**src/rtl/keypad_emulator.sv**
```systemverilog
`default_nettype none
// ============================================================================
// Module   : keypad_emulator
// Purpose  : Plays back timed 4x4 keypad presses (with optional contact
//            bounce) onto the row lines, in response to the scanned column.
// Revision : 1.0 - initial release
// ============================================================================
module keypad_emulator #(
  parameter int HOLD_CYCLES   = 8,
  parameter int GAP_CYCLES    = 4,
  parameter int BOUNCE_CYCLES = 0,
  parameter int BOUNCE_PERIOD = 2
) (
  input  logic       clk,
  input  logic       reset,
  input  logic       req_valid,
  input  logic [3:0] req_key,
  output logic       req_ready,
  input  logic [3:0] col,
  output logic [3:0] row,
  output logic       busy,
  output logic       done
);

  localparam int MAX_HG = (HOLD_CYCLES > GAP_CYCLES) ? HOLD_CYCLES : GAP_CYCLES;
  localparam int MAX_T  = (MAX_HG > BOUNCE_CYCLES) ? MAX_HG : BOUNCE_CYCLES;
  localparam int CW     = $clog2(MAX_T) + 1;

  localparam logic [CW-1:0] ONE       = CW'(1);
  localparam logic [CW-1:0] LAST_HOLD = CW'(HOLD_CYCLES - 1);
  localparam logic [CW-1:0] LAST_GAP  = CW'(GAP_CYCLES - 1);
  localparam logic [CW-1:0] LAST_BNC  = CW'(BOUNCE_CYCLES - 1);

  typedef enum logic [2:0] {
    S_IDLE       = 3'd0,
    S_BOUNCE_IN  = 3'd1,
    S_HOLD       = 3'd2,
    S_BOUNCE_OUT = 3'd3,
    S_GAP        = 3'd4
  } state_t;

  state_t        state, state_n;
  logic [CW-1:0] cnt, cnt_n;
  logic [3:0]    key, key_n;
  logic          key_down, key_down_n;
  logic          done_n;
  logic          bounce_even;

  always_ff @(posedge clk or posedge reset) begin
    if (reset) begin
      state    <= S_IDLE;
      cnt      <= '0;
      key      <= '0;
      key_down <= 1'b0;
      done     <= 1'b0;
    end else begin
      state    <= state_n;
      cnt      <= cnt_n;
      key      <= key_n;
      key_down <= key_down_n;
      done     <= done_n;
    end
  end

  // key_down is registered from the *next* state/count so the first press
  // level appears in the cycle right after the handshake edge.
  always_comb begin
    state_n    = state;
    cnt_n      = cnt + ONE;
    key_n      = key;
    done_n     = 1'b0;
    key_down_n = 1'b0;

    case (state)
      S_IDLE: begin
        cnt_n = '0;
        if (req_valid) begin
          key_n = req_key;
          if (BOUNCE_CYCLES > 0) state_n = S_BOUNCE_IN;
          else                   state_n = S_HOLD;
        end
      end
      S_BOUNCE_IN: begin
        if (cnt == LAST_BNC) begin
          state_n = S_HOLD;
          cnt_n   = '0;
        end
      end
      S_HOLD: begin
        if (cnt == LAST_HOLD) begin
          if (BOUNCE_CYCLES > 0) state_n = S_BOUNCE_OUT;
          else                   state_n = S_GAP;
          cnt_n = '0;
        end
      end
      S_BOUNCE_OUT: begin
        if (cnt == LAST_BNC) begin
          state_n = S_GAP;
          cnt_n   = '0;
        end
      end
      S_GAP: begin
        if (cnt == LAST_GAP) begin
          state_n = S_IDLE;
          cnt_n   = '0;
          done_n  = 1'b1;
        end
      end
      default: begin
        state_n = S_IDLE;
        cnt_n   = '0;
      end
    endcase

    bounce_even = ((32'(cnt_n) / 32'(BOUNCE_PERIOD)) % 32'd2) == 32'd0;

    case (state_n)
      S_BOUNCE_IN:  key_down_n = bounce_even;
      S_HOLD:       key_down_n = 1'b1;
      S_BOUNCE_OUT: key_down_n = ~bounce_even;
      default:      key_down_n = 1'b0;
    endcase
  end

  always_comb begin
    row = 4'b0000;
    if (key_down && col[key[3:2]]) row[key[1:0]] = 1'b1;
  end

  assign req_ready = (state == S_IDLE);
  assign busy      = (state != S_IDLE);

endmodule
`default_nettype wire
```
**config.mk**
```make
export PLATFORM = sky130hd
export DESIGN_NAME = keypad_emulator
export DESIGN_NICKNAME = d
export VERILOG_FILES = /design/src/rtl/keypad_emulator.sv
export SDC_FILE = /design/constraint.sdc
export NUM_CORES = 1
export LEC_CHECK = 0
export CAP_MARGIN = 40
export CORE_UTILIZATION = 35
export DETAILED_ROUTE_END_ITERATION = 8
export GPL_TIMING_DRIVEN = 0
export PLACE_DENSITY_LB_ADDON = 0.2
export SLEW_MARGIN = 20
export SYNTH_ARGS = -nofsm -noshare
export SYNTH_HDL_FRONTEND = slang
export SYNTH_SLANG_ARGS = --single-unit
```
**constraint.sdc**
```tcl
create_clock -name clk -period 4.1 [get_ports clk]
set_input_delay 0.41 -clock clk [delete_from_list [all_inputs] [get_ports clk]]
set_output_delay 0.41 -clock clk [all_outputs]
set_load 0.01 [all_outputs]
```
==> results of run 1 <==
## power by group through the flow
stage | combinational [µW] | sequential [µW] | clock (µW)
2_1_floorplan | 230 | 208 | 0
3_3_place_gp | 318 | 217 | 0
3_5_place_dp | 322 | 218 | 0
4_1_cts | 324 | 215 | 85.1
5_1_grt | 353 | 224 | 91.6
6_report | 324 | 215 | 81.9
## flip-flops by register name (all words and copies together) (netlist names)
signal	count
cnt	4
key_down	1
state	3
key	4
done	1
## worst max-delay path, cell delays in order
cell             delay (ns)
clkdlybuf4s50_1        0.46
mux4_2                 0.22
nand2_1                0.09
nor3b_1                0.21
clkdlybuf4s50_1        0.57
## logic make-up after synthesis
family	after synthesis	synth area share, %
AOI/OAI and AO/OA	15	14.33
xor gates and xnor gates	1	1.153
adders and majority gates	1	1.647
buffers and inverters	8	4.611
DFF	13	42.83
muxes	6	12.36
and+or+nand+nor	28	23.07
## worst paths after layout
kind | start | to | slack (ns) | depth (start not counted)
max in group asynchronous | reset | key[3] | 3.33 | 2
setup / recovery | col[0] | row[1] | 1.74 | 5
min in group clk | cnt[0] | cnt[0] | 0.48 | 1
hold / removal | reset | cnt[0] | 0.44 | 2
hold reg to reg | cnt[0] | cnt[0] | 0.48 | 1
setup reg to reg | state[2] | key[2] | 2.54 | 4
## metrics by stage
| stage | utilization, % | cells | total power [µW] |
|---|---|---|---|
| finish | 49.44 | 120 | 621.1 |
| global route | 49.44 | 120 | 669.0 |
| CTS | 49.44 | 120 | 624.8 |
| detailed placement | 48.13 | 116 | 540.0 |
| global placement | 48.13 | 116 | 535.3 |
| floorplan | - | 72 | 438.0 |
## layer usage
metal  vias to the layer above  global-route usage, %
met4                         0                  8.824
met3                         5                  2.830
met2                        11                  22.07
met5                         -                      0
met1                       298                  22.02
li1                        305                      -
## layout by cell type, fill, tap and decap left out, drive strengths merged, types with 2 or more instances in the layout
cell type / count
buf: 3
nor3: 3
nand2: 4
nor2: 3
clkdlybuf4s50: 17
nor3b: 5
inv: 4
dfrtp: 13
nand3: 2
a211oi: 2
clkbuf: 5
o21ai: 4
mux2: 5
nand2b: 2
## synthesized netlist by cell type (all sizes together)
cell type,n
o21ba,1
buf,3
mux2,5
and3,1
ha,1
o2bb2ai,1
a21o,1
o311a,1
and2,1
or3b,1
mux4,1
nand4,1
o22ai,1
a21bo,1
nor2b,1
dfrtp,13
nor3,3
nor3b,5
inv,4
xor2,1
nand2,4
nor2,3
nand3b,1
a31o,1
nor4bb,1
clkbuf,1
o21ai,4
a211oi,2
o21bai,1
a21oi,1
nand2b,2
nand3,2
or3,1
nor4b,1
## final cells by class
type	count	area (µm²)
well taps	27	33.78
plain buffers	4	20.02
fillers	198	1012
multi-input cells	51	399.1
flip-flops and latches	13	325.3
clock buffers	4	26.28
inverters	4	15.01
repair buffers	17	170.2
==> flow_metrics.py, run 1 <==
metrics = {
    "run_status": {
        "status": "finished clean",
    },
    "die": {
        "rows": 16,
        "pin_count": 18,
        "die-area_um2": 2360,
        "fp.dieH_um": 48.58,
        "core_um2": 2002,
        "start_util_pct": 37.94,
        "fp.dieW_um": 48.58,
    },
    "job": {
        "maxCapViolCount": 0,
    },
    "grt": {
        "grt_overflow": 0,
        "grt_pass1_wl_um": 2787,
        "grt_usage_pct": 15.53,
        "antenna_found_initial": 0,
        "grt_max_degree": 14,
        "grt_pass1_vias": 615,
    },
    "clocking": {
        "clockBufferDepth": 2,
        "clk_pin_slew_ns": 0.08,
        "post_cts.repair.setup_buffers": 0,
        "cts-hold-fix-buffers": 0,
        "cts_inserted_buffers": 3,
        "cts_tree": "done",
        "cts_root_buf": "clkbuf_4",
        "ctsResizeCount": 0,
        "htreeDepth": 1,
        "clk_latency_ns": 0.28,
        "clock-sinks": 13,
    },
    "cells_and_area": {
        "layout-drive-gt1-share_pct": 20.43,
        "n_antenna_cell": 0,
        "fin_area_um2": 989.7,
        "nNetsFinal": 106,
        "area_growth_pct": 30.31,
    },
    "route": {
        "wl_met1_um": 769,
        "wl_met2_um": 678,
        "finalWirelength_um": 1524,
        "drt_iter0_markers": 17,
        "drc_errors": 0,
        "vias": 619,
        "wl_per_cell_um": 12.70,
        "dr.pass1.iters": 4,
        "top_layer": "met4",
        "via_per_inst": 5.158,
        "met3WireLength_um": 33,
        "ant_nets": 0,
    },
    "synth": {
        "synth-seq-cells": 13,
        "netlist_area_um2": 759.5,
        "synth_top_area_share_pct": 42.83,
        "synth_area_per_cell_um2": 10.55,
        "synth_cells": 72,
        "yosys-top-cells-area": "dfrtp_1, mux2_4, nor3b_1",
        "ys_warn_count": 0,
        "ys_seq_area_share_pct": 42.83,
        "syn-num-nets": 84,
        "yosysTopAreaCell": "dfrtp_1",
        "synth.distinct_cells": 36,
    },
    "sta": {
        "worst_slew_pin_slew_ns": 0.4880,
        "hold_viol": 0,
        "finalSetupTns_ns": 0,
        "fin_hold_ws_ns": 0.4434,
        "setup_viol_count_final": 0,
        "slew_headroom_pct": 67.43,
        "clock.fmax_ghz": 0.4242,
        "skew_ns": 0.002885,
        "report.final.slew_viol_count": 0,
        "min_period_ns": 2.358,
        "fin_ws_ns": 1.742,
        "rsz0062_at_grt": "false",
        "fin_crit_sh_pct": 57.50,
    },
    "power_and_ir_drop": {
        "p_leak_uw": 0.0004191,
        "seqPwrFrac_pct": 34.7,
        "power.density_nw_per_um2": 627.6,
        "p_clk_share_pct": 13.2,
        "p_switching_uw": 223.8,
        "internal_power_uw": 397.4,
        "p_comb_share_pct": 52.1,
        "swShare_pct": 36.02,
        "vdd_drop_max_mv": 0.2494,
    },
    "placed_design": {
        "globalplace.congestion": 0.7094,
        "place_hpwl_um": 1124,
        "post_dp_cell_area_um2": 963.4,
        "place.port_buffers": 17,
        "dpl_worst_slack_ns": 1.735,
    },
    "worst_setup_path": {
        "arrival_ns": 1.95,
        "required_ns": 3.69,
        "crit_type": "input port to primary output",
        "endpoint_kind": "primary output",
        "start_kind": "input port",
        "cp_max_fo": 4,
    },
    "worst_hold_path": {
        "min_path_type": "input port to asynchronous set/reset pin",
    },
}
Note: power is estimated with default switching activity, not from simulation.
==> run 2, diff against run 1 <==
Clock period 4.1 ns to 2.47 ns, I/O delays scaled along.
==> results of run 2 <==
The final DEF is identical to that of run 1. Status: finished clean.
Among the figures that moved: setup slack after placement 1.735 ns -> 0.4312 ns; setup slack after layout 1.742 ns -> 0.3493 ns; hold slack 0.4434 ns -> 0.2804 ns; start point of the critical path col[0] -> key[2]; register-to-register setup slack 2.54 ns -> 0.91 ns; total power 621.1 µW -> 1031 µW; worst IR drop on VDD 0.2494 mV -> 0.4140 mV
